File: config.mk
export PLATFORM = sky130hd
export DESIGN_NAME = compound_request_buffer
export DESIGN_NICKNAME = d
export VERILOG_FILES = /design/src/rtl/compound_request_buffer.sv
export SDC_FILE = /design/constraint.sdc
export NUM_CORES = 1
export LEC_CHECK = 0
export BUFFER_PORTS_ARGS = -buffer_cell sky130_fd_sc_hd__buf_2
export CORE_MARGIN = 2
export CORE_UTILIZATION = 62
export CTS_BUF_LIST = sky130_fd_sc_hd__clkbuf_8
export DETAILED_ROUTE_END_ITERATION = 6
export GPL_TIMING_DRIVEN = 0
export PLACE_DENSITY_LB_ADDON = 0.2
export REMOVE_ABC_BUFFERS = 1
export SYNTH_ARGS = -nofsm -noshare
export SYNTH_HDL_FRONTEND = slang
export SYNTH_SLANG_ARGS = --single-unit
File: constraint.sdc
create_clock -name clk -period 3.1 [get_ports clk]
set_clock_uncertainty 0.15 [all_clocks]
set_input_delay 0 -clock clk [delete_from_list [all_inputs] [get_ports clk]]
set_output_delay 0 -clock clk [all_outputs]
set_load 0.01 [all_outputs]
File: src/rtl/compound_request_buffer.sv
// Command FIFO feeding the CompoundType consumer: derives y from x, queues up to
// DEPTH entries and presents the head on a sync/notify port with registered outputs.
package compound_types_pkg;
  typedef enum logic {MODE_READ = 1'b0, MODE_WRITE = 1'b1} mode_t;
  typedef struct packed {
    mode_t              mode;
    logic signed [31:0] x;
    logic               y;
  } compound_t;
endpackage

module compound_request_buffer
  import compound_types_pkg::*;
#(
  parameter int                 DEPTH    = 4,
  parameter logic signed [31:0] Y_THRESH = 32'sd0,
  parameter int                 CNT_W    = 16
) (
  input  logic                       clk,
  input  logic                       rst,
  input  mode_t                      cmd_mode,
  input  logic signed [31:0]         cmd_x,
  input  logic                       cmd_in_sync,
  output logic                       cmd_in_notify,
  output compound_t                  b_out,
  input  logic                       b_out_sync,
  output logic                       b_out_notify,
  output logic [$clog2(DEPTH):0]     level,
  output logic [CNT_W-1:0]           wr_count
);
  localparam int AW = $clog2(DEPTH);
  localparam int LW = AW + 1;
  localparam logic [AW-1:0]    PTR_ONE   = AW'(1);
  localparam logic [LW-1:0]    LVL_ONE   = LW'(1);
  localparam logic [LW-1:0]    LVL_ZERO  = LW'(0);
  localparam logic [LW-1:0]    LVL_LAST  = LW'(DEPTH - 1);
  localparam logic [CNT_W-1:0] CNT_ONE   = CNT_W'(1);
  localparam logic [CNT_W-1:0] CNT_MAX   = {CNT_W{1'b1}};
  localparam compound_t        RESET_ENTRY = '{mode: MODE_READ, x: 32'sd0, y: 1'b0};

  typedef enum logic [1:0] {ST_IDLE = 2'd0, ST_ACTIVE = 2'd1, ST_FULL = 2'd2} state_t;

  function automatic logic y_flag(input logic signed [31:0] x);
    return (x > Y_THRESH);
  endfunction

  compound_t        mem_r [DEPTH];
  compound_t        b_out_r;
  compound_t        entry_s;
  compound_t        head_nxt_s;
  state_t           state_r;
  state_t           state_nxt_s;
  logic [AW-1:0]    rd_r;
  logic [AW-1:0]    wr_r;
  logic [AW-1:0]    rd_nxt_s;
  logic [LW-1:0]    level_r;
  logic [LW-1:0]    level_nxt_s;
  logic [CNT_W-1:0] wr_count_r;
  logic [CNT_W-1:0] cnt_nxt_s;
  logic             cmd_in_notify_r;
  logic             b_out_notify_r;
  logic             push_s;
  logic             pop_s;

  // Handshakes, next occupancy, next head entry and next control state
  always_comb begin
    push_s      = cmd_in_sync && cmd_in_notify_r;
    pop_s       = b_out_sync && b_out_notify_r;
    entry_s     = '{mode: cmd_mode, x: cmd_x, y: y_flag(cmd_x)};
    level_nxt_s = level_r;
    rd_nxt_s    = rd_r;
    head_nxt_s  = b_out_r;
    cnt_nxt_s   = wr_count_r;
    state_nxt_s = state_r;
    if (push_s && !pop_s) begin
      level_nxt_s = level_r + LVL_ONE;
    end else if (pop_s && !push_s) begin
      level_nxt_s = level_r - LVL_ONE;
    end else begin
      level_nxt_s = level_r;
    end
    if (pop_s) begin
      rd_nxt_s = rd_r + PTR_ONE;
    end else begin
      rd_nxt_s = rd_r;
    end
    // An entry pushed this cycle is not in mem_r yet, so forward it when it becomes the head
    if (level_nxt_s == LVL_ZERO) begin
      head_nxt_s = b_out_r;
    end else if (push_s && (rd_nxt_s == wr_r)) begin
      head_nxt_s = entry_s;
    end else begin
      head_nxt_s = mem_r[rd_nxt_s];
    end
    if (pop_s && (b_out_r.mode == MODE_WRITE) && (wr_count_r != CNT_MAX)) begin
      cnt_nxt_s = wr_count_r + CNT_ONE;
    end else begin
      cnt_nxt_s = wr_count_r;
    end
    case (state_r)
      ST_IDLE: begin
        if (push_s) state_nxt_s = ST_ACTIVE;
        else        state_nxt_s = ST_IDLE;
      end
      ST_ACTIVE: begin
        if (push_s && !pop_s && (level_r == LVL_LAST))     state_nxt_s = ST_FULL;
        else if (pop_s && !push_s && (level_r == LVL_ONE)) state_nxt_s = ST_IDLE;
        else                                               state_nxt_s = ST_ACTIVE;
      end
      ST_FULL: begin
        if (pop_s) state_nxt_s = ST_ACTIVE;
        else       state_nxt_s = ST_FULL;
      end
      default: state_nxt_s = ST_IDLE;
    endcase
  end

  // Storage, pointers, control state and registered outputs
  always_ff @(posedge clk or negedge rst) begin
    if (!rst) begin
      for (int i = 0; i < DEPTH; i++) mem_r[i] <= RESET_ENTRY;
      state_r         <= ST_IDLE;
      rd_r            <= '0;
      wr_r            <= '0;
      level_r         <= LVL_ZERO;
      b_out_r         <= RESET_ENTRY;
      wr_count_r      <= '0;
      cmd_in_notify_r <= 1'b1;
      b_out_notify_r  <= 1'b0;
    end else begin
      if (push_s) begin
        mem_r[wr_r] <= entry_s;
        wr_r        <= wr_r + PTR_ONE;
      end
      state_r         <= state_nxt_s;
      rd_r            <= rd_nxt_s;
      level_r         <= level_nxt_s;
      b_out_r         <= head_nxt_s;
      wr_count_r      <= cnt_nxt_s;
      cmd_in_notify_r <= (state_nxt_s != ST_FULL);
      b_out_notify_r  <= (state_nxt_s != ST_IDLE);
    end
  end

  assign cmd_in_notify = cmd_in_notify_r;
  assign b_out_notify  = b_out_notify_r;
  assign b_out         = b_out_r;
  assign level         = level_r;
  assign wr_count      = wr_count_r;
endmodule

==> results of run 1 <==
[critical path, stage by stage, from the launching register on]
cell and delay (ns):
dfrtp_4 0.70, buf_16 0.34, clkinvlp_4 0.73, o221ai_1 0.28
a22oi_1 0.14, mux2_4 0.33, mux2_4 0.25
[cells in the mapped netlist (2+ instances only)]
cell type	n	area (um^2)
nor2_1	7	26.28
inv_1	11	41.29
mux2i_1	3	30.03
o31ai_1	35	262.8
mux2_2	174	1959
o21ai_2	2	17.52
dfrtp_1	196	4905
nor4_1	8	50.05
xor2_1	2	17.52
nand4b_1	33	289.0
o221ai_1	67	586.8
o21a_1	3	22.52
nand3_1	4	20.02
nor3_1	6	30.03
clkbuf_1	33	123.9
buf_1	4	15.01
a21oi_1	2	10.01
o211ai_1	3	22.52
ha_1	9	112.6
buf_6	8	90.09
and2_1	2	12.51
nand3b_1	2	15.01
mux2_4	59	885.9
xnor2_1	16	140.1
nand2_1	25	93.84
a22oi_1	32	240.2
nand4_1	7	43.79
buf_2	25	125.1
o21ai_0	7	35.03
[through the flow]
| step | utilization | total power [uW] | TNS, ns |
|---|---|---|---|
| floorplan | - | 9898 | -66.17 |
| global placement | 0.6551 | 11310 | -400.68 |
| detailed placement | 0.6759 | 11940 | -37.01 |
| CTS | 0.7353 | 14120 | 0 |
| global route | 0.7354 | 14950 | -0.2630 |
| finish | 0.7354 | 14180 | 0 |
[worst max path at each step]
| stage | from | end | slack, ns | depth (start not counted) |
|---|---|---|---|---|
| 6_report | rd_r[0]$_DFF_PN0_ | b_out[15]$_DFFE_PN0P_ | 0.04 | 6 |
| 3_5_place_dp | b_out_notify$_DFF_PN0_ | b_out[32]$_DFFE_PN0P_ | -1.12 | 5 |
| 5_1_grt | rd_r[0]$_DFF_PN0_ | b_out[15]$_DFFE_PN0P_ | -0.04 | 6 |
| 4_1_cts | rd_r[0]$_DFF_PN0_ | b_out[15]$_DFFE_PN0P_ | 0.1 | 6 |
| 2_1_floorplan | b_out_notify$_DFF_PN0_ | b_out[23]$_DFFE_PN0P_ | -1.87 | 5 |
| 3_3_place_gp | b_out_notify$_DFF_PN0_ | b_out[0]$_DFFE_PN0P_ | -4.13 | 5 |
[registers in the layout (all words and copies together), names as in the netlist]
name	cells
b_out_notify	1
wr_r	2
cmd_in_notify	1
level	3
state_r	2
mem_r	136
wr_count	16
b_out	34
rd_r	2
[logic make-up (layout without fill, tap and decap cells)]
family,after synthesis,after routing,share of synthesized area
DFF,197,197,0.4702
buffers and inverters,81,193,0.03770
and+or+nand+nor,103,106,0.06502
AOI/OAI and AO/OA,163,163,0.1246
xor gates and xnor gates,19,19,0.01658
adders and majority gates,9,9,0.01074
muxes,237,237,0.2752
[metal layers]
layer,GRT usage,up-vias,wire length (um)
met5,0,-,0
met4,0.1105,0,576
met3,0.06274,44,1883
met2,0.5197,317,13460
met1,0.4084,3995,11240
li1,-,3347,-
[power groups by stage]
stage / sequential, uW / combinational (uW) / clock (uW)
after floorplan: 4830 / 5060 / 0
after global placement: 4910 / 6400 / 0
after detailed placement: 4950 / 6990 / 0
after CTS: 4910 / 7390 / 1810
after global routing: 5110 / 7910 / 1930
final: 4960 / 7430 / 1800
[layout make-up]
class | count | area share
multi-input cells | 534 | 0.4294
flip-flops and latches | 197 | 0.4053
repair buffers | 150 | 0.1034
inverters | 11 | 0.003693
clock inverters | 11 | 0.01200
clock buffers | 21 | 0.02370
well taps | 220 | 0.02257
[timing repair]
| action | 4_1_cts | 5_1_grt |
|---|---|---|
| setup buffers | 10 | 0 |
| gates resized for setup | 5 | 1 |
| pin swaps | 5 | 0 |
| cloned | 3 | 0 |
| endpoints found under the hold margin | 367 | 0 |
| setup endpoints to repair | 37 | 25 |
| hold buffers | 37 | 0 |
==> flow_metrics.env, run 1 <==
export IMPL_r2r_start="rd_r[0]$_DFF_PN0_"
export IMPL_fin_crit_ns=3.061
export IMPL_post_dp_cell_area_mm2=0.01121
export IMPL_drc=0
export IMPL_r2r_end="b_out[15]$_DFFE_PN0P_"
export IMPL_synthCells=809
export IMPL_worst_slack_ns=0.03929
export IMPL_design_area_mm2=0.01220
export IMPL_post_route_period_util=0.9873
export IMPL_synth_async_reset_ratio=1.000
export IMPL_die_h_um=134.1
export IMPL_grt_pass1_wl_um=43590
export IMPL_hold_viol=0
export IMPL_mostFrequentLayoutCells="193 x dfrtp_1, 174 x mux2_2, 90 x buf_2"
export IMPL_power_frac_seq=0.350
export IMPL_wirelength_um=27160
export IMPL_max_slew_margin=0.3216
export IMPL_swShare=0.3637
export IMPL_syn_area_per_cell_um2=12.96
export IMPL_synth_top_flop_cell="dfrtp_1"
export IMPL_clkSinkCount=197
export IMPL_clockBufferDepth=2
export IMPL_fmax_mhz=326.7
export IMPL_wl_per_cell_um=23.74
export IMPL_dieArea_mm2=0.01797
export IMPL_final_max_slew_violation_count=0
export IMPL_worst_pin_slew_ns=1.018
export IMPL_core_area_mm2=0.01658
export IMPL_drt_iter0_markers=688
export IMPL_critPathMaxFanout=73
export IMPL_numCtsBuffers=17
export IMPL_pre_cts_ws_ns=-1.117
export IMPL_hp_start="cmd_x[17]"
export IMPL_grt_start_max_net_pins=111
export IMPL_drtAntennaViolNets=0
export IMPL_rsz0062_at_grt="yes"
export IMPL_syn_to_final_growth_pct=16.28
export IMPL_hold_depth=3
export IMPL_path_class="register to register"
export IMPL_start_kind="register"
export IMPL_drt_pass1_iter_count=5
export IMPL_power_density_mw_per_mm2=1163
export IMPL_status="completed"
export IMPL_vias_per_cell=6.733
export IMPL_required_ns=3.32
export IMPL_clockRootBuffer="clkbuf_8"
export IMPL_gp_congestion=0.8478
export IMPL_overflow=0
export IMPL_io_buffers=91
export IMPL_timing_hold_ws_ns=0.2129
export IMPL_synth_area_mm2=0.01049
export IMPL_final_cells=1144
export IMPL_rows=47
export IMPL_htree_levels=4
export IMPL_rrSetupSlack_ns=0.04
export IMPL_hpwl_um=15260
export IMPL_drive_gt1_frac=0.4361
export IMPL_fillers=1100
export IMPL_end_kind="register"
export IMPL_clk_pin_slew_worst_paths_ns=0.10
export IMPL_place_inst=1062
export IMPL_power_switching_uw=5156
export IMPL_clockPowerShare=0.127
export IMPL_reg2reg_depth=6
export IMPL_vdd_drop_max_mv=0.6779
export IMPL_yosys_warnings=0
export IMPL_ys_seq_area_frac=0.4702
export IMPL_grt_pass1_vias=8069
export IMPL_vias=7703
export IMPL_start_util=0.6324
export IMPL_diodes=0
export IMPL_antenna_found_initial=0
export IMPL_seq_area_mm2=0.004942
export IMPL_arrival_ns=3.28
export IMPL_clkLatencyLatePin_ns=0.47
export IMPL_ys_types=53
export IMPL_chipWidth_um=134.1
export IMPL_hold_end="mem_r[18]$_DFFE_PN0P_"
export IMPL_pwr_share_comb=0.524
export IMPL_nets=957
export IMPL_multiInputGateArea_mm2=0.005236
export IMPL_mostFrequentLayoutCell="dfrtp_1"
export IMPL_min_path_type="input port to register"
export IMPL_track_usage=0.3115
export IMPL_leakagePower_uw=0.005320
export IMPL_power_internal_uw=9022
export IMPL_synth_edf_count=0
export IMPL_cts_tree="done"
export IMPL_setup_violations=0
export IMPL_drv_cap=0
export IMPL_ys_seq_elements=197
export IMPL_num_io_pins=92
(Power assumes the default switching activity.)
==> inputs of run 2 (changes only) <==
--- a/config.mk
+++ b/config.mk
@@ -7,7 +7,7 @@
 export LEC_CHECK = 0
 export BUFFER_PORTS_ARGS = -buffer_cell sky130_fd_sc_hd__buf_2
 export CORE_MARGIN = 2
-export CORE_UTILIZATION = 62
+export CORE_UTILIZATION = 45
 export CTS_BUF_LIST = sky130_fd_sc_hd__clkbuf_8
 export DETAILED_ROUTE_END_ITERATION = 6
 export GPL_TIMING_DRIVEN = 0
==> run 2 against run 1 <==
Compared with the run above: critical path depth unchanged; first-iteration DRC count down 13%; count of clock-buffer cells in the layout is the same; die area rose by 37%; clock power increased by 3%; largest power group unchanged.
==> flow_metrics.env, run 2 (same netlist as run 1, synthesis figures left out) <==
export IMPL_status="completed"
export IMPL_dieArea_mm2=0.02454
export IMPL_numCtsBuffers=17
export IMPL_rrSetupSlack_ns=0.04
export IMPL_start_util=0.4604
export IMPL_pre_cts_ws_ns=-1.153
export IMPL_path_cells="nand2_2 -> buf_12 -> mux2i_2 -> nand4b_4 -> buf_12 -> mux2_4"
export IMPL_vias=7388
export IMPL_die_h_um=156.7
export IMPL_rsz0062_at_grt="no"
export IMPL_end_kind="register"
export IMPL_drv_cap=0
export IMPL_hold_viol=0
export IMPL_clockRootBuffer="clkbuf_8"
export IMPL_path_delay_family="flip-flops"
export IMPL_mostFrequentLayoutCell="dfrtp_1"
export IMPL_setup_violations=0
export IMPL_regMostFlops="mem_r"
export IMPL_gp_congestion=0.7099
export IMPL_leakagePower_uw=0.005293
export IMPL_r2r_end="b_out[29]$_DFFE_PN0P_"
export IMPL_cp_slowest_cell="dfrtp_4"
export IMPL_wirelength_um=26690
export IMPL_drt_iter0_markers=601
export IMPL_drtAntennaViolNets=0
export IMPL_drive_gt1_frac=0.4311
export IMPL_post_route_period_util=0.9868
export IMPL_path_class="register to register"
export IMPL_clkSinkCount=197
export IMPL_worst_pin_slew_ns=1.022
export IMPL_io_buffers=91
export IMPL_max_slew_margin=0.3187
export IMPL_grt_pass1_vias=7529
export IMPL_hpwl_um=14260
export IMPL_grt_pass1_wl_um=42780
export IMPL_diodes=0
export IMPL_rows=55
export IMPL_mostFrequentLayoutCells="193 x dfrtp_1, 174 x mux2_2, 90 x buf_2"
export IMPL_grt_start_max_net_pins=111
export IMPL_cp_common_cell="buf_12"
export IMPL_nets=955
export IMPL_fmax_mhz=326.9
export IMPL_hp_start="cmd_x[17]"
export IMPL_cp_buffers_inverters=2
export IMPL_seq_area_mm2=0.004942
export IMPL_htree_levels=4
export IMPL_power_density_mw_per_mm2=1139
export IMPL_start_kind="register"
export IMPL_clkLatencyLatePin_ns=0.47
export IMPL_critPathMaxFanout=43
export IMPL_hold_depth=3
export IMPL_antenna_found_initial=0
export IMPL_largest_register_ffs=136
export IMPL_overflow=0
export IMPL_vias_per_cell=5.987
export IMPL_fin_crit_ns=3.059
export IMPL_chipWidth_um=156.7
export IMPL_multiInputGateArea_mm2=0.005228
export IMPL_worst_slack_ns=0.04092
export IMPL_drt_pass1_iter_count=5
export IMPL_clk_pin_slew_worst_paths_ns=0.10
export IMPL_hold_end="mem_r[52]$_DFFE_PN0P_"
export IMPL_cp_slowest_stage_delay_ns=0.83
export IMPL_vdd_drop_max_mv=0.4636
export IMPL_final_max_slew_violation_count=0
export IMPL_min_path_type="input port to register"
export IMPL_syn_to_final_growth_pct=16.60
export IMPL_track_usage=0.2256
export IMPL_core_area_mm2=0.02278
export IMPL_required_ns=3.31
export IMPL_fin_total_pwr_uw=13930
export IMPL_num_io_pins=92
export IMPL_wl_per_cell_um=21.63
export IMPL_fillers=1953
export IMPL_reg2reg_depth=6
export IMPL_arrival_ns=3.27
export IMPL_clockBufferDepth=2
export IMPL_r2r_start="b_out_notify$_DFF_PN0_"
export IMPL_cts_tree="done"
export IMPL_drc=0
run 2: cell types whose count changed in the layout (fill, tap and decap cells not counted), sizes merged:
cell / change
buf: -3
clkinvlp: -2
bufinv: +1
clkinv: +1
dlygate4sd3: +1
inv: -1
run 2: cell type report:
cell class,count,area share
Inverter,11,0.003377
Tap cell,313,0.03203
Multi-Input combinational cell,534,0.4275
Clock inverter,10,0.01269
Clock buffer,21,0.02364
Timing Repair Buffer,148,0.09659
Sequential cell,197,0.4042
run 2: worst max path at each step:
stage,from,to,slack (ns),depth (start not counted)
floorplan,b_out_notify$_DFF_PN0_,b_out[23]$_DFFE_PN0P_,-1.87,5
global placement,b_out_notify$_DFF_PN0_,b_out[0]$_DFFE_PN0P_,-4.36,5
detailed placement,b_out_notify$_DFF_PN0_,b_out[32]$_DFFE_PN0P_,-1.15,5
CTS,b_out_notify$_DFF_PN0_,b_out[29]$_DFFE_PN0P_,0.09,6
global route,b_out_notify$_DFF_PN0_,b_out[29]$_DFFE_PN0P_,0.006,6
finish,b_out_notify$_DFF_PN0_,b_out[29]$_DFFE_PN0P_,0.04,6
run 2: worst min-delay path, cell delays in order:
cell           delay [ns]
dlygate4sd3_1        0.52
buf_2                0.15
mux2_2               0.15
run 2: metal layers:
layer  GRT usage  up-vias  part of all wire
li1            -     3347                 -
met2      0.3749      197              0.49
met3     0.03766       28             0.041
met5           0        -                 0
met1      0.3035     3816              0.45
met4     0.06815        0             0.014
run 2: power by group:
group / leakage (uW) / switching, uW / internal, uW
sequential: 0.00234 / 951 / 3850
clock: 0.000228 / 894 / 955
combinational: 0.00273 / 3090 / 4180
total: 0.00529 / 4940 / 8990
run 2: through the flow:
step	utilization	setup TNS [ns]	std cells	area [um^2]	hold WS [ns]
3_5_place_dp	0.4947	-38.22	1154	11270	-0.08548
3_3_place_gp	0.4821	-507.75	1143	10980	0.1586
5_1_grt	0.5368	0	1234	12230	0.2116
6_report	0.5368	0	1234	12230	0.2169
4_1_cts	0.5356	0	1233	12200	0.1845
2_1_floorplan	-	-66.17	739	10130	-0.4456
run 2: timing repair:
action,CTS,global route
gates resized for setup,3,0
setup endpoints to repair,34,0
buffers inserted,8,0
hold buffers,37,0
hold endpoints to repair,262,0
